$ cat src/rtl/sd_pkg.sv
// Shared definitions for the SD command issuer.
//  - Byte addresses of the SD controller registers the issuer touches
//    (argument, command, resp0, cmd_isr).
//  - cmd_isr bit positions (CC = command complete, EI = error interrupt).
//  - Issuer state encoding and a helper that forms a register byte address.
package sd_pkg;

    localparam int CMD_REG_SIZE = 14;
    localparam int INT_CMD_SIZE = 5;

    localparam logic [6:0] ADDR_ARGUMENT = 7'h00;
    localparam logic [6:0] ADDR_COMMAND  = 7'h04;
    localparam logic [6:0] ADDR_RESP0    = 7'h08;
    localparam logic [6:0] ADDR_CMD_ISR  = 7'h34;

    localparam int ISR_CC = 0;
    localparam int ISR_EI = 1;

    typedef enum logic [2:0] {
        ST_IDLE,
        ST_WR_CMD,
        ST_WR_ARG,
        ST_WAIT,
        ST_POLL,
        ST_RD_RESP,
        ST_CLR,
        ST_DONE
    } issuer_state_t;

    // Register word address (addr[6:2]) plus byte lane -> 7-bit byte address.
    function automatic logic [6:0] reg_byte_addr(input logic [4:0] word, input logic [1:0] sel);
        return {word, sel};
    endfunction

endpackage

$ cat src/rtl/sd_cmd_issuer_if.sv
// Request / result / register-port bundle for the SD command issuer.
//  master modport: the issuer (accepts requests, drives the register port).
//  slave modport : the environment (host sequencer + register slave).
//  Signals:
//   req_valid/req_ready/req_cmd/req_arg         request handshake
//   done_valid/done_status/done_resp/done_timeout result
//   bus_we/bus_addr/bus_wdata/bus_rdata          byte-wide register port
interface sd_cmd_issuer_if
    import sd_pkg::*;
#(
    parameter int CMD_W = CMD_REG_SIZE,
    parameter int ISR_W = INT_CMD_SIZE
) ();

    logic             req_valid;
    logic             req_ready;
    logic [CMD_W-1:0] req_cmd;
    logic [31:0]      req_arg;

    logic             done_valid;
    logic [ISR_W-1:0] done_status;
    logic [31:0]      done_resp;
    logic             done_timeout;

    logic             bus_we;
    logic [6:0]       bus_addr;
    logic [7:0]       bus_wdata;
    logic [7:0]       bus_rdata;

    modport master (
        input  req_valid, req_cmd, req_arg, bus_rdata,
        output req_ready, done_valid, done_status, done_resp, done_timeout,
        output bus_we, bus_addr, bus_wdata
    );

    modport slave (
        output req_valid, req_cmd, req_arg, bus_rdata,
        input  req_ready, done_valid, done_status, done_resp, done_timeout,
        input  bus_we, bus_addr, bus_wdata
    );

endinterface

$ cat src/rtl/sd_byte_seq.sv
// Byte-lane walker shared by the command write, argument write and resp0 read
// phases.
//  i_start    begin a phase; the first lane is 0 (ascending) or 3 (i_desc)
//  i_desc     walk 3,2,1,0 instead of 0,1,2,3
//  i_cnt_m1   number of bytes in the phase minus one
//  i_write    phase is a write phase
//  i_step     advance to the next lane of the running phase
//  o_byte_sel lane to schedule now (valid when i_start or i_step)
//  o_write    write flag of the lane being scheduled
//  o_cur_last lane scheduled on the previous advance was the last of its phase
module sd_byte_seq (
    input  logic       clk,
    input  logic       rst,
    input  logic       i_start,
    input  logic       i_desc,
    input  logic [1:0] i_cnt_m1,
    input  logic       i_write,
    input  logic       i_step,
    output logic [1:0] o_byte_sel,
    output logic       o_write,
    output logic       o_cur_last
);

    logic [1:0] r_idx;
    logic [1:0] r_left;
    logic       r_desc;
    logic       r_write;
    logic       r_cur_last;

    logic [1:0] w_idx;
    logic [1:0] w_left;
    logic       w_desc;
    logic       w_write;

    // A start overrides the running phase so the first lane is available in
    // the same cycle the phase is requested.
    always_comb begin
        w_idx   = i_start ? (i_desc ? 2'd3 : 2'd0) : r_idx;
        w_left  = i_start ? i_cnt_m1 : r_left;
        w_desc  = i_start ? i_desc   : r_desc;
        w_write = i_start ? i_write  : r_write;
    end

    assign o_byte_sel = w_idx;
    assign o_write    = w_write;
    assign o_cur_last = r_cur_last;

    always_ff @(posedge clk) begin
        if (rst) begin
            r_idx      <= 2'd0;
            r_left     <= 2'd0;
            r_desc     <= 1'b0;
            r_write    <= 1'b0;
            r_cur_last <= 1'b0;
        end else if (i_start || i_step) begin
            r_idx      <= w_desc ? w_idx - 2'd1 : w_idx + 2'd1;
            r_left     <= w_left - 2'd1;
            r_desc     <= w_desc;
            r_write    <= w_write;
            r_cur_last <= (w_left == 2'd0);
        end
    end

endmodule

$ cat src/rtl/sd_cmd_issuer.sv
// SD command issuer: bus master on the SD controller's byte-wide register port.
// Writes the command register (bytes 0,1), the argument register (bytes
// 3,2,1,0 -- byte 0 starts the command), polls cmd_isr every POLL_GAP idle
// cycles until CC or EI (or POLL_MAX reads), reads resp0, clears cmd_isr and
// pulses done_valid with the status / response.
//  clk, rst : clock, synchronous active-high reset
//  bif      : sd_cmd_issuer_if.master (request, result and register port)
// The state register names the bus access being performed in the current
// cycle, so each transition also loads the registered bus outputs for the
// access that follows.
module sd_cmd_issuer
    import sd_pkg::*;
#(
    parameter int CMD_W    = CMD_REG_SIZE,
    parameter int ISR_W    = INT_CMD_SIZE,
    parameter int POLL_GAP = 8,
    parameter int POLL_MAX = 65535
) (
    input logic             clk,
    input logic             rst,
    sd_cmd_issuer_if.master bif
);

    localparam logic [15:0] GAP_LAST   = 16'(POLL_GAP - 1);
    localparam logic [15:0] POLL_LIMIT = 16'(POLL_MAX);
    localparam logic [6:0]  ISR_ADDR   = reg_byte_addr(ADDR_CMD_ISR[6:2], 2'd0);

    issuer_state_t    r_state;
    logic [15:0]      r_cmd;
    logic [31:0]      r_arg;
    logic [15:0]      r_poll_cnt;
    logic [15:0]      r_gap_cnt;
    logic             r_req_ready;
    logic             r_done_valid;
    logic [ISR_W-1:0] r_done_status;
    logic [31:0]      r_done_resp;
    logic             r_done_timeout;
    logic             r_bus_we;
    logic [6:0]       r_bus_addr;
    logic [7:0]       r_bus_wdata;

    logic        w_accept;
    logic        w_isr_hit;
    logic [15:0] w_poll_inc;
    logic        w_seq_start;
    logic        w_seq_desc;
    logic [1:0]  w_seq_cnt_m1;
    logic        w_seq_write_in;
    logic        w_seq_step;
    logic [1:0]  w_seq_sel;
    logic        w_seq_we;
    logic        w_seq_last;
    logic [4:0]  w_seq_base;
    logic [31:0] w_wr_src;
    logic [6:0]  w_seq_addr;
    logic [7:0]  w_seq_wdata;

    sd_byte_seq u_seq (
        .clk        (clk),
        .rst        (rst),
        .i_start    (w_seq_start),
        .i_desc     (w_seq_desc),
        .i_cnt_m1   (w_seq_cnt_m1),
        .i_write    (w_seq_write_in),
        .i_step     (w_seq_step),
        .o_byte_sel (w_seq_sel),
        .o_write    (w_seq_we),
        .o_cur_last (w_seq_last)
    );

    always_comb begin
        w_accept       = bif.req_valid && r_req_ready;
        w_isr_hit      = bif.bus_rdata[ISR_CC] | bif.bus_rdata[ISR_EI];
        w_poll_inc     = (r_poll_cnt == 16'hFFFF) ? r_poll_cnt : r_poll_cnt + 16'd1;
        w_seq_start    = 1'b0;
        w_seq_desc     = 1'b0;
        w_seq_cnt_m1   = 2'd3;
        w_seq_write_in = 1'b0;
        w_seq_step     = 1'b0;
        w_seq_base     = ADDR_COMMAND[6:2];
        w_wr_src       = 32'h0;
        case (r_state)
            ST_IDLE: begin
                // Command byte 0 is scheduled straight from the request port.
                w_seq_start    = w_accept;
                w_seq_cnt_m1   = 2'd1;
                w_seq_write_in = 1'b1;
                w_wr_src       = {16'h0, 16'(bif.req_cmd)};
            end
            ST_WR_CMD: begin
                if (w_seq_last) begin
                    w_seq_start    = 1'b1;
                    w_seq_desc     = 1'b1;
                    w_seq_write_in = 1'b1;
                    w_seq_base     = ADDR_ARGUMENT[6:2];
                    w_wr_src       = r_arg;
                end else begin
                    w_seq_step = 1'b1;
                    w_wr_src   = {16'h0, r_cmd};
                end
            end
            ST_WR_ARG: begin
                w_seq_step = !w_seq_last;
                w_seq_base = ADDR_ARGUMENT[6:2];
                w_wr_src   = r_arg;
            end
            ST_POLL: begin
                w_seq_start = w_isr_hit;
                w_seq_base  = ADDR_RESP0[6:2];
            end
            ST_RD_RESP: begin
                w_seq_step = !w_seq_last;
                w_seq_base = ADDR_RESP0[6:2];
            end
            default: ;
        endcase
        w_seq_addr  = reg_byte_addr(w_seq_base, w_seq_sel);
        w_seq_wdata = w_wr_src[{w_seq_sel, 3'b000} +: 8];
    end

    always_ff @(posedge clk) begin
        if (rst) begin
            r_state        <= ST_IDLE;
            r_cmd          <= 16'h0;
            r_arg          <= 32'h0;
            r_poll_cnt     <= 16'h0;
            r_gap_cnt      <= 16'h0;
            r_req_ready    <= 1'b1;
            r_done_valid   <= 1'b0;
            r_done_status  <= '0;
            r_done_resp    <= 32'h0;
            r_done_timeout <= 1'b0;
            r_bus_we       <= 1'b0;
            r_bus_addr     <= 7'h0;
            r_bus_wdata    <= 8'h0;
        end else begin
            r_done_valid <= 1'b0;
            case (r_state)
                ST_IDLE: begin
                    if (w_accept) begin
                        r_cmd          <= 16'(bif.req_cmd);
                        r_arg          <= bif.req_arg;
                        r_poll_cnt     <= 16'h0;
                        r_done_timeout <= 1'b0;
                        r_req_ready    <= 1'b0;
                        r_bus_we       <= w_seq_we;
                        r_bus_addr     <= w_seq_addr;
                        r_bus_wdata    <= w_seq_wdata;
                        r_state        <= ST_WR_CMD;
                    end
                end
                ST_WR_CMD: begin
                    r_bus_we    <= w_seq_we;
                    r_bus_addr  <= w_seq_addr;
                    r_bus_wdata <= w_seq_wdata;
                    if (w_seq_last) r_state <= ST_WR_ARG;
                end
                ST_WR_ARG: begin
                    if (w_seq_last) begin
                        r_bus_we    <= 1'b0;
                        r_bus_wdata <= 8'h0;
                        r_gap_cnt   <= 16'h0;
                        if (POLL_GAP == 0) begin
                            r_bus_addr <= ISR_ADDR;
                            r_state    <= ST_POLL;
                        end else begin
                            r_bus_addr <= 7'h0;
                            r_state    <= ST_WAIT;
                        end
                    end else begin
                        r_bus_we    <= w_seq_we;
                        r_bus_addr  <= w_seq_addr;
                        r_bus_wdata <= w_seq_wdata;
                    end
                end
                ST_WAIT: begin
                    if (r_gap_cnt == GAP_LAST) begin
                        r_bus_addr <= ISR_ADDR;
                        r_state    <= ST_POLL;
                    end else begin
                        r_gap_cnt <= r_gap_cnt + 16'd1;
                    end
                end
                ST_POLL: begin
                    r_done_status <= bif.bus_rdata[ISR_W-1:0];
                    r_poll_cnt    <= w_poll_inc;
                    if (w_isr_hit) begin
                        // CC and EI together still count as completion.
                        r_bus_we    <= w_seq_we;
                        r_bus_addr  <= w_seq_addr;
                        r_bus_wdata <= w_seq_wdata;
                        r_state     <= ST_RD_RESP;
                    end else if (w_poll_inc == POLL_LIMIT) begin
                        r_done_timeout <= 1'b1;
                        r_done_resp    <= 32'h0;
                        r_bus_we       <= 1'b1;
                        r_bus_addr     <= ISR_ADDR;
                        r_bus_wdata    <= 8'h0;
                        r_state        <= ST_CLR;
                    end else if (POLL_GAP == 0) begin
                        r_bus_addr <= ISR_ADDR;
                    end else begin
                        r_bus_addr <= 7'h0;
                        r_gap_cnt  <= 16'h0;
                        r_state    <= ST_WAIT;
                    end
                end
                ST_RD_RESP: begin
                    // The lane just read is the low two bits of the address on the bus.
                    r_done_resp[{r_bus_addr[1:0], 3'b000} +: 8] <= bif.bus_rdata;
                    if (w_seq_last) begin
                        r_bus_we    <= 1'b1;
                        r_bus_addr  <= ISR_ADDR;
                        r_bus_wdata <= 8'h0;
                        r_state     <= ST_CLR;
                    end else begin
                        r_bus_we    <= w_seq_we;
                        r_bus_addr  <= w_seq_addr;
                        r_bus_wdata <= w_seq_wdata;
                    end
                end
                ST_CLR: begin
                    r_bus_we     <= 1'b0;
                    r_bus_addr   <= 7'h0;
                    r_bus_wdata  <= 8'h0;
                    r_done_valid <= 1'b1;
                    r_state      <= ST_DONE;
                end
                ST_DONE: begin
                    r_req_ready <= 1'b1;
                    r_state     <= ST_IDLE;
                end
                default: r_state <= ST_IDLE;
            endcase
        end
    end

    assign bif.req_ready    = r_req_ready;
    assign bif.done_valid   = r_done_valid;
    assign bif.done_status  = r_done_status;
    assign bif.done_resp    = r_done_resp;
    assign bif.done_timeout = r_done_timeout;
    assign bif.bus_we       = r_bus_we;
    assign bif.bus_addr     = r_bus_addr;
    assign bif.bus_wdata    = r_bus_wdata;

endmodule

$ cat src/flat_wrapper.sv
// flat-port wrapper written by rule: the top's interface ports become plain ports
module sd_cmd_issuer_flat import sd_pkg::*;
#(
    parameter int CMD_W    = CMD_REG_SIZE,
    parameter int ISR_W    = INT_CMD_SIZE,
    parameter int POLL_GAP = 8,
    parameter int POLL_MAX = 65535
)
  (clk, rst, bif_req_valid, bif_req_cmd, bif_req_arg, bif_bus_rdata, bif_req_ready, bif_done_valid, bif_done_status, bif_done_resp, bif_done_timeout, bif_bus_we, bif_bus_addr, bif_bus_wdata);
  sd_cmd_issuer_if #(.CMD_W(CMD_W), .ISR_W(ISR_W)) bif_i ();
  input logic clk;
  input logic rst;
  input wire logic [$bits(bif_i.req_valid)-1:0] bif_req_valid;
  input wire logic [$bits(bif_i.req_cmd)-1:0] bif_req_cmd;
  input wire logic [$bits(bif_i.req_arg)-1:0] bif_req_arg;
  input wire logic [$bits(bif_i.bus_rdata)-1:0] bif_bus_rdata;
  output wire logic [$bits(bif_i.req_ready)-1:0] bif_req_ready;
  output wire logic [$bits(bif_i.done_valid)-1:0] bif_done_valid;
  output wire logic [$bits(bif_i.done_status)-1:0] bif_done_status;
  output wire logic [$bits(bif_i.done_resp)-1:0] bif_done_resp;
  output wire logic [$bits(bif_i.done_timeout)-1:0] bif_done_timeout;
  output wire logic [$bits(bif_i.bus_we)-1:0] bif_bus_we;
  output wire logic [$bits(bif_i.bus_addr)-1:0] bif_bus_addr;
  output wire logic [$bits(bif_i.bus_wdata)-1:0] bif_bus_wdata;
  assign bif_i.req_valid = bif_req_valid;
  assign bif_i.req_cmd = bif_req_cmd;
  assign bif_i.req_arg = bif_req_arg;
  assign bif_i.bus_rdata = bif_bus_rdata;
  assign bif_req_ready = bif_i.req_ready;
  assign bif_done_valid = bif_i.done_valid;
  assign bif_done_status = bif_i.done_status;
  assign bif_done_resp = bif_i.done_resp;
  assign bif_done_timeout = bif_i.done_timeout;
  assign bif_bus_we = bif_i.bus_we;
  assign bif_bus_addr = bif_i.bus_addr;
  assign bif_bus_wdata = bif_i.bus_wdata;
  sd_cmd_issuer #(.CMD_W(CMD_W), .ISR_W(ISR_W), .POLL_GAP(POLL_GAP), .POLL_MAX(POLL_MAX)) u_core (.clk(clk), .rst(rst), .bif(bif_i));
endmodule
$ cat config.mk
export PLATFORM = sky130hd
export DESIGN_NAME = sd_cmd_issuer_flat
export DESIGN_NICKNAME = d
export VERILOG_FILES = /design/src/rtl/sd_pkg.sv /design/src/rtl/sd_cmd_issuer_if.sv /design/src/rtl/sd_byte_seq.sv /design/src/rtl/sd_cmd_issuer.sv /design/src/flat_wrapper.sv
export SDC_FILE = /design/constraint.sdc
export NUM_CORES = 1
export LEC_CHECK = 0
export BUFFER_PORTS_ARGS = -buffer_cell sky130_fd_sc_hd__buf_2
export CORE_MARGIN = 1
export CORE_UTILIZATION = 35
export DETAILED_ROUTE_END_ITERATION = 10
export GPL_ROUTABILITY_DRIVEN = 0
export GPL_TIMING_DRIVEN = 0
export PLACE_DENSITY_LB_ADDON = 0.15
export SLEW_MARGIN = 20
export SYNTH_ARGS = -nofsm -noshare
export SYNTH_HDL_FRONTEND = slang
export SYNTH_HIERARCHICAL = 1
export SYNTH_SLANG_ARGS = --single-unit
export TNS_END_PERCENT = 20
$ cat constraint.sdc
create_clock -name clk -period 3.7 [get_ports clk]
set_input_delay 0.74 -clock clk [delete_from_list [all_inputs] [get_ports clk]]
set_output_delay 0.74 -clock clk [all_outputs]
set_load 0.01 [all_outputs]
=== Word-level counts from Yosys, hierarchy flattened ===
Index checks and enable logic that the tools add are counted.

* Flip-flop bits (word level): 144
* Bits of input ports: 57
* Output and inout port bits: 56
* Word-level logic and storage cells: 132

* Add/sub/neg operators: 6
* Equal/unequal tests: 20
* Shifts and indexed selects: 3
* Multiplexer cells: 60
* Bitwise gates (word level): 1
* Reductions and logical operators: 24

{| class="wikitable"
|+ Operators by type and width
! operator !! count
|-
| two-way mux 16 bit || 6
|-
| two-way mux 32 bit || 3
|-
| case mux 32 bit (3 select lines) || 1
|-
| case mux 32 bit (2 select lines) || 1
|-
| case mux 7 bit (7 select lines) || 1
|-
| case mux 16 bit (3 select lines) || 1
|-
| case mux 8 bit (5 select lines) || 1
|-
| two-way mux 7 bit || 5
|-
| adder 16 x 1 -> 16 bit, second input constant || 2
|-
| bitwise mux 32 bit || 1
|-
| == test 16 bit, second input constant || 2
|-
| two-way mux 8 bit || 4
|-
| case mux 16 bit (2 select lines) || 1
|-
| variable shift 8 x 7 -> 32 bit, first input constant || 1
|-
| variable part select 32 x 6 -> 8 bit || 1
|-
| variable part select 8 x 7 -> 32 bit || 1
|-
| case mux 3 bit (8 select lines) || 1
|-
| two-way mux 3 bit || 7
|-
| == test 16 x 3 -> 1 bit, second input constant || 1
|-
| case mux 5 bit (3 select lines) || 1
|-
| two-way mux 1 bit || 14
|-
| == test 3 bit, second input constant || 4
|-
| inequality test 2 bit, second input constant || 6
|-
| AND reduction 3 bit || 4
|-
| 27 further kinds || 44
|}

=== Longest topological paths before layout ===
Gate-level depths: netlist of the first run.

* Word-level depth: 7
* Gate-level depth with buffers: 16
* Gate-level depth less buffers: 11

=== Modules after synthesis ===
Netlist of the first run, hierarchy kept.

{| class="wikitable"
|+ By module, submodules not included
! module !! times used !! cells an instance !! area an instance (µm²) !! seq. area each (µm²)
|-
| sd_cmd_issuer || 1 || 804 || 6324.8 || 2702.6
|-
| sd_byte_seq || 1 || 42 || 356.6 || 140.1
|}

=== Worst setup path before layout of the first run ===
OpenSTA, ideal clock, no wires.

* Path type: register -> register
* Start: reg u_core.r_state[1]
* End: reg u_core.r_bus_wdata[6] (netlist: u_core/bif.bus_wdata[6])
* Setup time: 0.119 ns
* Arrival time: 3.275 ns
* Required time: 3.581 ns
* Setup slack: 0.306 ns
* Stages on the path, launching flop included: 15
* Buffers on the path: 5
* Clock period less this slack: 3.394 ns
* Path through: dfxtp_1 > clkbuf_1 > nor3_1 > nand3_1 > clkbuf_1 > nand3_1 > buf_2 > buf_4 > nand2_1 > o21ai_0 > clkbuf_1 > mux4_2 > a22o_1 > nand2_1 > o21ai_1

* Elaborated cells on any way between the ends: 21
* Those cells by class: eq/ne (7); shift (1); mux (9); reduce/logical (4)

{| class="wikitable"
|+ RTL lines
! what !! line !! RTL
|-
| start: declaration || sd_cmd_issuer.sv:28 || <nowiki>issuer_state_t r_state;</nowiki>
|-
| start signal: assignment || sd_cmd_issuer.sv:123 || <nowiki>r_state <= ST_IDLE;</nowiki>
|-
| start signal: assignment || sd_cmd_issuer.sv:149 || <nowiki>r_state <= ST_WR_CMD;</nowiki>
|-
| start signal: assignment || sd_cmd_issuer.sv:156 || <nowiki>if (w_seq_last) r_state <= ST_WR_ARG;</nowiki>
|-
| == test 3 bit, or another cell as far along || sd_cmd_issuer.sv:82 || <nowiki>case (r_state)</nowiki>
|-
| case mux 1 bit (3 select lines) (*) || sd_cmd_issuer.sv:82 ||
|-
| named net u_core.w_seq_start || sd_cmd_issuer.sv:45 || <nowiki>logic w_seq_start;</nowiki>
|-
| two-way mux 2 bit (*) || sd_byte_seq.sv:38 || <nowiki>w_idx = i_start ? (i_desc ? 2'd3 : 2'd0) : r_idx;</nowiki>
|-
| named net u_core.w_seq_sel[0] || sd_cmd_issuer.sv:50 || <nowiki>logic [1:0] w_seq_sel;</nowiki>
|-
| variable part select 32 x 6 -> 8 bit (*) || sd_cmd_issuer.sv:118 || <nowiki>w_seq_wdata = w_wr_src[{w_seq_sel, 3'b000} +: 8];</nowiki>
|-
| two-way mux 8 bit (on tied branches) || -- ||
|-
| case mux 8 bit (5 select lines) (*) || sd_cmd_issuer.sv:138 || <nowiki>case (r_state)</nowiki>
|-
| end signal: assignment || sd_cmd_issuer.sv:148 || <nowiki>r_bus_wdata <= w_seq_wdata;</nowiki>
|-
| end signal: assignment || sd_cmd_issuer.sv:155 || <nowiki>r_bus_wdata <= w_seq_wdata;</nowiki>
|-
| end signal: assignment || sd_cmd_issuer.sv:219 || <nowiki>r_bus_wdata <= w_seq_wdata;</nowiki>
|-
| end: declaration || sd_cmd_issuer.sv:40 || <nowiki>logic [7:0] r_bus_wdata;</nowiki>
|}

The timed path passes the listed nets; every way through them passes the cells marked *. The select of a mux whose other input is x is not followed.
A chain may end at the register's enable or synchronous reset.

=== Final worst setup path of the first run ===
* Start: reg u_core.r_state[0]
* End: reg u_core.r_bus_wdata[6] (netlist: u_core/bif.bus_wdata[6])

The elaborated chain is that of the path after synthesis.

==> metrics, run 1 <==
outcome=finished clean; nets@finish=roughly 1000; Distinct cells, synth=between 60 and 70; global route total overflow=0; clock power share=~34%; Yosys reg bits=approximately 140; Final setup viols=0; Worst Path Arrival=~3.8 ns; TritonCTS buffer count=17; global-route wire length before repair=32.3 mm; CP Max Fanout=10; Initial Utilization=a little over a third; Hold Vio Cnt, Final=0; Total GRT Usage=between 20% and 30%; pre-CTS WS=-0.822 ns; f_max=roughly 290 MHz; CP delay by family, top=buffers and inverters; root buffer cell=clkbuf_16; final slew viol count=0; Worst EP required=roughly 4 ns; fin crit share=around 94%; die width=~140 µm; die area=about 20000 µm²; NetSw=1750 µW; synthesis-to-layout area growth=21.9%; Post-Route WL=approximately 20 mm; mapped cell area=6680 µm²; Post-DRT Antenna Nets=0; Core Area=18700 µm²; Leak=roughly 0.0031 µW; routed wire length per instance=approximately 17 µm; Slowest-stage cell, CP=mux4_2; Tot Pwr=between 4000 and 5000 µW; async set or reset register ratio after synthesis=0%; Crit path largest cell delay=around 0.57 ns; setup TNS=0 ns; I/O pins=~110; largest net degree at the start of global routing=17; clock net sink count=142; ANT cells=0; Max-slew headroom=between 30% and 40%; hpwl dp=between 10 and 15 mm; vias=between 6000 and 7000; Post-synth EDFFs=0; Vias/cell=between 5 and 6; CTS tree=built; power per cell area=~600 nW/µm²; WP buf/inv=5; Logic pwr share=approximately 29%; average cell area after synthesis=~7.9 µm²; area of the multi-input gates=~3500 µm²; worst setup path class=reg2reg; Synth area leaders=dfxtp_1 (43%), nand2_1 (9.1%), a21oi_1 (7.3%), a22oi_1 (5.1%), nor2_1 (4.4%); register area share after synthesis=42.5%; peak supply drop=~0.00033 V; Worst Hold Class=reg2reg; RSZ-0062 raised after global routing=false; cts hold-fix bufs=0; Int Power=3150 µW; Max clock buf depth=2; fill cell total of the finished layout=approximately 1900; number of global-route vias before repair=between 6000 and 7000; crit path capture type=register; worst clock skew=approximately 0.012 ns; Worst Tran Pin Value=1.02 ns; cells after synthesis=roughly 850; top-count cell post-synth=nand2_1; Ys Warns=6; switching share of total power=a little over a third; sequential share of power=a little over a third; Iter 0 DRT Violations=between 400 and 500; H-tree depth=4; initial antenna violation count=0; Final Core Density=a little over two fifths; share of cells above drive strength 1=approximately 18%; final setup margin=0.235 ns; clock slew at reported path FFs=~0.060 ns; Seq. cell area=~2800 µm²; CP Launch Type=register; max_cap viols=0; clk_lat worst skew=between 0.4 and 0.5 ns; crit path cell chain=clkbuf_1 -> nor3_4 -> nand3_1 -> clkbuf_2 -> nand3_1 -> buf_2 -> buf_4 -> nand2_1 -> o21ai_0 -> clkbuf_4 -> mux4_2 -> a22o_1 -> nand2_1 -> o21ai_1; buffers added on ports=111; Period minus WS final=roughly 3.5 ns; Die H=140 µm; Initial DRT Pass Iterations=7; drc violations=0; cell row count=50; leading area contributor after synthesis=dfxtp_1; top-area cell type share of the netlist area=42.5%; Top FF cell, synth=dfxtp_1; top cells by count, synth=nand2_1 (162), dfxtp_1 (142), a21oi_1 (97)
[cell usage in the layout, fill, tap and decap left out, types with 4 or more instances in the layout]
master,count
o21ai_0,26
clkbuf_16,17
or4_1,4
buf_2,118
ha_1,7
a21oi_1,97
nand2_1,162
o21ai_1,15
nand3_1,24
nor3_1,20
nor4_1,4
nand3b_1,12
a22oi_1,45
a22o_1,4
inv_1,15
nand4_1,15
xnor2_1,6
mux2i_1,12
or3_1,5
xor2_1,4
a311oi_1,8
buf_4,6
nor2_1,78
clkbuf_1,42
and2_1,8
inv_6,5
dfxtp_1,142
and3_1,10
o31ai_1,4
[worst register-to-register path: cells and delay by family (launching register included)]
family / cells / cell delay (ns)
flops: 1 / 0.30
simple gates: 5 / 0.91
mux: 1 / 0.58
compound gates: 3 / 0.40
buf+inv: 5 / 1.17
[final timing paths]
path	start	end	slack, ns	depth (start not counted)
worst min-delay path	u_core/bif.done_status[4]	u_core/bif.done_status[4]	0.45	2
worst max-delay path	u_core/r_state[0]	u_core/bif.bus_wdata[6]	0.24	14
worst min register to register	u_core/bif.done_status[4]	u_core/bif.done_status[4]	0.45	2
worst max register to register	u_core/r_state[0]	u_core/bif.bus_wdata[6]	0.24	14
[sequential cells by signal, summed over array words and instances, names as in the netlist, 3 cells and up]
name	cells
u_core/bif.bus_addr	5
u_core/bif.done_resp	32
u_core/bif.done_status	5
u_core/bif.bus_wdata	8
u_core/r_poll_cnt	16
u_core/r_cmd	14
u_core/r_gap_cnt	16
u_core/r_state	3
u_core/r_arg	32
[cells by family after synthesis]
group / Yosys count / share of synthesized area, %
AOI/OAI and AO/OA: 231 / 21.8
and+or+nand+nor: 364 / 25.5
other: 2 / 0.112
buffers and inverters: 75 / 4.79
adders and majority gates: 7 / 1.31
DFF: 142 / 42.5
xor gates and xnor gates: 10 / 1.31
muxes: 15 / 2.64
[metrics by stage]
stage | hold slack [ns] | instance area [µm²] | std cells
5_1_grt | 0.476 | 8150 | 1224
6_report | 0.453 | 8150 | 1224
4_1_cts | 0.455 | 8130 | 1223
2_1_floorplan | 0.425 | 6690 | 847
3_5_place_dp | 0.445 | 7550 | 1192
3_3_place_gp | 0.441 | 7530 | 1192
[area by class of cell]
class | instances | area share [%]
multi-input combinational | 630 | 43.5
sequential | 142 | 34.9
timing repair buffer | 113 | 7.00
clock buffer | 17 | 5.22
tap | 234 | 3.59
buffer | 59 | 3.27
clock inverter | 14 | 1.81
inverter | 15 | 0.691
[repair_timing]
item                                    in CTS  in global routing
buffers inserted                             0                  2
endpoints found under the setup margin      10                  8
resized for setup                            5                  4
hold endpoints to repair                     0                  0
pin swaps                                    0                  1
cloned                                       0                  0
[layer usage]
metal | part of all wire (%) | track usage (%) | up-vias
met2 | 44 | 32.6 | 192
met3 | 6.1 | 5.98 | 20
met5 | 0 | 0 | -
met4 | 1.2 | 5.15 | 0
li1 | - | - | 3277
met1 | 48 | 28.8 | 3064
[power by group through the flow]
stage	Clock [µW]	Combinational [µW]	Sequential [µW]
final	1690	1420	1790
after global routing	1800	1580	1810
after CTS	1720	1390	1790
after detailed placement	0	1380	1820
after floorplan	0	938	1830
after global placement	0	1370	1820
Note: power is estimated with default switching activity, not from simulation.
==> inputs of run 2 (changes only) <==
--- a/config.mk
+++ b/config.mk
@@ -8,10 +8,12 @@
 export BUFFER_PORTS_ARGS = -buffer_cell sky130_fd_sc_hd__buf_2
 export CORE_MARGIN = 1
 export CORE_UTILIZATION = 35
+export CTS_CLUSTER_SIZE = 40
 export DETAILED_ROUTE_END_ITERATION = 10
 export GPL_ROUTABILITY_DRIVEN = 0
 export GPL_TIMING_DRIVEN = 0
 export PLACE_DENSITY_LB_ADDON = 0.15
+export RECOVER_POWER = 100
 export SLEW_MARGIN = 20
 export SYNTH_ARGS = -nofsm -noshare
 export SYNTH_HDL_FRONTEND = slang
==> run 2 against run 1 <==
Compared with the run above: non-clock buffer count is the same; global-route usage is the same; via count shrank 0.82%; highest routed layer unchanged.
==> metrics, run 2 (synthesis gave the netlist of run 1 again) <==
cell row count=50 (unchanged); clock slew at reported path FFs=0.07 ns (was 0.06 ns); worst r2r path cells=14 (unchanged); RSZ-0062 raised after global routing=false (unchanged); commonest non-fill, non-tap cells in the layout=nand2_1 (162), dfxtp_1 (142), clkbuf_1 (101), a21oi_1 (97), nor2_1 (78) (was nand2_1 (162), dfxtp_1 (142), buf_2 (118), a21oi_1 (97), nor2_1 (78)); Leak=0.00287 µW (was 0.00312 µW); worst clock skew=0.0120 ns (was 0.0122 ns); hold slack=0.455 ns (was 0.453 ns); global route total overflow=0 (unchanged); Tot Pwr=4870 µW (was 4900 µW); Final Core Density=43.1% (was 43.6%); f_max=288 MHz (was 289 MHz); largest net degree at the start of global routing=17 (unchanged); Initial Utilization=35.7% (unchanged); Worst EP required=4.01 ns (about the same); buffers added on ports=111 (unchanged); root buffer cell=clkbuf_16 (unchanged); peak supply drop=0.000328 V (was 0.000332 V); dpl cells=1192 (unchanged); Total GRT Usage=21.1% (unchanged); Max-slew headroom=29.5% (was 31.4%); share of cells above drive strength 1=12.0% (was 18.0%); fin area=8060 µm² (was 8150 µm²); fill cell total of the finished layout=1966 (was 1947); die width=140 µm (unchanged); R2R setup slack=0.23 ns (was 0.24 ns); crit path capture type=register (unchanged); die area=19600 µm² (unchanged); Post-DRT Antenna Nets=0 (unchanged); fin cells=1224 (unchanged); Placed Area=7550 µm² (unchanged); cts hold-fix bufs=0 (unchanged); Core Area=18700 µm² (unchanged); global-route wire length before repair=32.3 mm (unchanged); ANT cells=0 (unchanged); Worst Path Arrival=3.77 ns (about the same); clock net sink count=142 (unchanged); Slowest-stage cell, CP=mux4_2 (unchanged); nets@finish=1042 (unchanged); I/O pins=113 (unchanged); final slew viol count=0 (unchanged); hpwl dp=14.9 mm (unchanged); worst setup path class=reg2reg (unchanged); drc violations=0 (unchanged); Max clock buf depth=2 (unchanged); CP Max Fanout=10 (unchanged); Final setup viols=0 (unchanged); vias=6499 (was 6553); power per cell area=605 nW/µm² (was 601 nW/µm²); Post-Route WL=20.4 mm (about the same); crit path cell chain=clkbuf_1 -> nor3_4 -> nand3_1 -> clkbuf_2 -> nand3_1 -> buf_2 -> buf_4 -> nand2_1 -> o21ai_0 -> clkbuf_4 -> mux4_2 -> a22o_1 -> nand2_1 -> o21ai_1 (unchanged); routed wire length per instance=16.7 µm (about the same); H-tree depth=4 (unchanged); initial antenna violation count=0 (unchanged); Initial DRT Pass Iterations=8 (was 7); Logic pwr share=28.6% (was 29.0%); Hold Vio Cnt, Final=0 (unchanged); Vias/cell=5.31 (was 5.35); Die H=140 µm (unchanged); NetSw=1740 µW (was 1750 µW); number of global-route vias before repair=6043 (unchanged); clk_lat worst skew=0.43 ns (about the same); clock power share=34.6% (was 34.4%); Iter 0 DRT Violations=418 (was 403); synthesis-to-layout area growth=20.6% (was 21.9%); Int Power=3130 µW (was 3150 µW); CP Launch Type=register (unchanged); most common cell after layout, fill and taps aside=nand2_1 (unchanged); Crit path largest cell delay=0.57 ns (about the same); CTS tree=built (unchanged); max_cap viols=0 (unchanged); fin crit share=93.8% (was 93.6%); switching share of total power=35.7% (about the same); outcome=finished clean (unchanged); Period minus WS final=3.47 ns (was 3.46 ns); sequential share of power=36.8% (was 36.6%); TritonCTS buffer count=17 (unchanged); Hold Path Cell Cnt=2 (unchanged); Worst Hold Class=reg2reg (unchanged); Worst Tran Pin Value=1.05 ns (was 1.02 ns)
run 2: cell types whose count changed in the layout (fill, tap and decap cells not counted), sizes merged:
cell,delta
buf,-60
clkbuf,+60
run 2: power groups by stage:
stage	Sequential, µW	Combinational, µW	Clock [µW]
after floorplan	1830	938	0
after global placement	1820	1370	0
after detailed placement	1820	1380	0
after CTS	1790	1390	1720
after global routing	1820	1550	1800
final	1790	1390	1690
run 2: cell type report:
type	instances	area, µm²	area share (%)
Sequential cell	142	2840	35.3
Timing Repair Buffer	113	502	6.23
Buffer	59	256	3.18
Clock buffer	17	425	5.28
Tap cell	234	293	3.63
Inverter	15	56.3	0.699
Multi-Input combinational cell	630	3530	43.9
Clock inverter	14	148	1.83
run 2: per-stage QoR:
step	setup TNS, ns	setup WS (ns)
global route	0	0.0114
finish	0	0.231
global placement	-6.18	-0.840
floorplan	0	0.306
detailed placement	-6.05	-0.822
CTS	0	0.0851
run 2: routing by layer:
layer  wire [µm]  global-route usage [%]  vias up
met5           0                       0        -
met4         196                    5.15        0
met3        1290                    5.98       15
met2        9100                    32.6      190
met1        9810                    28.8     3024
li1            -                       -     3270
run 2: final timing paths:
check | start | end
worst max-delay path | u_core/r_state[0] | u_core/bif.bus_wdata[7]
worst min register to register | u_core/r_arg[23] | u_core/r_arg[23]
worst max register to register | u_core/r_state[0] | u_core/bif.bus_wdata[7]
worst min-delay path | u_core/r_arg[23] | u_core/r_arg[23]
run 2: repair_timing:
item	4_1_cts	5_1_grt
setup endpoints to repair	10	8
pin swaps	0	1
resized for setup	5	4
buffers inserted	0	2
run 2: critical path: cells and delay by family, from the launching register on:
| kind | cells | cell delay, ns |
|---|---|---|
| flops | 1 | 0.30 |
| simple gates | 5 | 0.90 |
| compound gates | 3 | 0.39 |
| buf+inv | 5 | 1.17 |
| mux | 1 | 0.57 |
==> inputs of run 3 (changes only) <==
==> constraint.sdc (replaced) <==
create_clock -name clk -period 3.9 [get_ports clk]
set_input_delay 0.78 -clock clk [delete_from_list [all_inputs] [get_ports clk]]
set_output_delay 0.78 -clock clk [all_outputs]
set_load 0.01 [all_outputs]
==> run 3 against run 2 <==
Compared with the run above: worst setup slack gained 0.032 ns; power fell by 5.3%; register-to-register slack gained 0.03 ns; die area unchanged; global-route usage barely moved; sequential share of layout area about the same; first-iteration DRC count up 2.4%; core utilization hardly changed; combinational power fell by 5%.
==> metrics, run 3 (synthesis gave the netlist of run 1 again) <==
cell row count=50 (unchanged); most common cell after layout, fill and taps aside=nand2_1 (unchanged); peak supply drop=0.000313 V (was 0.000328 V); fill cell total of the finished layout=1965 (was 1966); cts hold-fix bufs=0 (unchanged); final slew viol count=0 (unchanged); share of cells above drive strength 1=12.0% (about the same); nets@finish=1041 (was 1042); Core Area=18700 µm² (unchanged); setup TNS=0 ns (unchanged); Final setup viols=0 (unchanged); vias=6556 (was 6499); synthesis-to-layout area growth=20.7% (was 20.6%); number of global-route vias before repair=6038 (was 6043); CTS tree=built (unchanged); Initial Utilization=35.7% (unchanged); Worst EP required=4.21 ns (was 4.01 ns); commonest non-fill, non-tap cells in the layout=nand2_1 (162), dfxtp_1 (142), clkbuf_1 (101), a21oi_1 (97), nor2_1 (78) (unchanged); Max-slew headroom=28.1% (was 29.5%); f_max=275 MHz (was 288 MHz); global route total overflow=0 (unchanged); drc violations=0 (unchanged); clk_lat worst skew=0.43 ns (about the same); ANT cells=0 (unchanged); buffers added on ports=111 (unchanged); Period minus WS final=3.64 ns (was 3.47 ns); routed wire length per instance=16.7 µm (about the same); Max clock buf depth=2 (unchanged); CP Max Fanout=10 (unchanged); worst clock skew=0.0108 ns (was 0.0120 ns); Worst Hold Class=reg2reg (unchanged); fin crit share=93.3% (was 93.8%); die width=140 µm (unchanged); max_cap viols=0 (unchanged); CP Launch Type=register (unchanged); Die H=140 µm (unchanged); initial antenna violation count=0 (unchanged); Worst Tran Pin Value=1.07 ns (was 1.05 ns); Total GRT Usage=21.1% (about the same); Leak=0.00287 µW (about the same); power per cell area=572 nW/µm² (was 605 nW/µm²); H-tree depth=4 (unchanged); outcome=finished clean (unchanged); fin cells=1223 (was 1224); Iter 0 DRT Violations=428 (was 418); die area=19600 µm² (unchanged); Worst Path Arrival=3.94 ns (was 3.77 ns); hold slack=0.455 ns (about the same); global-route wire length before repair=32.3 mm (about the same); TritonCTS buffer count=17 (unchanged); Initial DRT Pass Iterations=5 (was 8); Post-Route WL=20.4 mm (about the same); Post-DRT Antenna Nets=0 (unchanged); dpl cells=1192 (unchanged); I/O pins=113 (unchanged); area of the multi-input gates=3550 µm² (was 3530 µm²); Vias/cell=5.36 (was 5.31); root buffer cell=clkbuf_16 (unchanged); crit path capture type=register (unchanged); Hold Vio Cnt, Final=0 (unchanged); worst setup path class=reg2reg (unchanged); clock slew at reported path FFs=0.07 ns (about the same); hpwl dp=14.9 mm (unchanged); clock net sink count=142 (unchanged); largest net degree at the start of global routing=17 (unchanged); Seq. cell area=2840 µm² (unchanged)
## run 3: metrics by stage
stage | util [%] | setup slack, ns | power [µW] | cell area (µm²)
2_1_floorplan | - | 0.506 | 2620 | 6690
3_3_place_gp | 40.3 | -0.640 | 3030 | 7530
3_5_place_dp | 40.3 | -0.622 | 3040 | 7550
4_1_cts | 43.4 | 0.00682 | 4650 | 8130
5_1_grt | 43.1 | -0.0287 | 4890 | 8070
6_report | 43.1 | 0.263 | 4610 | 8070
## run 3: worst max-delay path: stages (launching register included)
cell and delay, ns:
dfxtp_1 0.30, clkbuf_1 0.18, nor3_4 0.42, nand3_1 0.31, clkbuf_1 0.34, nand3_1 0.15, buf_2 0.18, buf_4 0.19
nand2_1 0.09, o21ai_0 0.08, clkbuf_4 0.29, mux4_2 0.58, a22o_1 0.25, nand2_1 0.09, o21ai_1 0.06
## run 3: worst paths after layout
kind | start | end | slack (ns) | cells after the start
hold / removal | u_core/r_arg[23] | u_core/r_arg[23] | 0.45 | 2
setup reg to reg | u_core/r_state[2] | u_core/bif.bus_wdata[6] | 0.26 | 14
hold reg to reg | u_core/r_arg[23] | u_core/r_arg[23] | 0.45 | 2
setup / recovery | u_core/r_state[2] | u_core/bif.bus_wdata[6] | 0.26 | 14
## run 3: cell type report
cell class | instances | share of cell area [%]
Multi-Input combinational cell | 630 | 44.0
Sequential cell | 142 | 35.2
Timing Repair Buffer | 111 | 6.03
Clock buffer | 17 | 5.27
Tap cell | 234 | 3.63
Buffer | 60 | 3.32
Clock inverter | 14 | 1.83
Inverter | 15 | 0.698
## run 3: metal layers
metal  wire (µm)  GRT usage (%)
met4         205           5.03
met5           0              0
met2        9200           32.6
met1        9860           28.8
met3        1190           5.88
## run 3: report_power, final
part | internal (µW) | leakage, µW | switching, µW | total, µW
sequential | 1610 | 0.00115 | 92.8 | 1700
clock | 898 | 0.000273 | 699 | 1600
combinational | 452 | 0.00145 | 863 | 1320
## run 3: repair_timing
action / in CTS / in global routing
pin swaps: 0 / 0
setup endpoints to repair: 9 / 8
endpoints found under the hold margin: 0 / 0
setup buffers: 0 / 0
gates resized for setup: 2 / 4
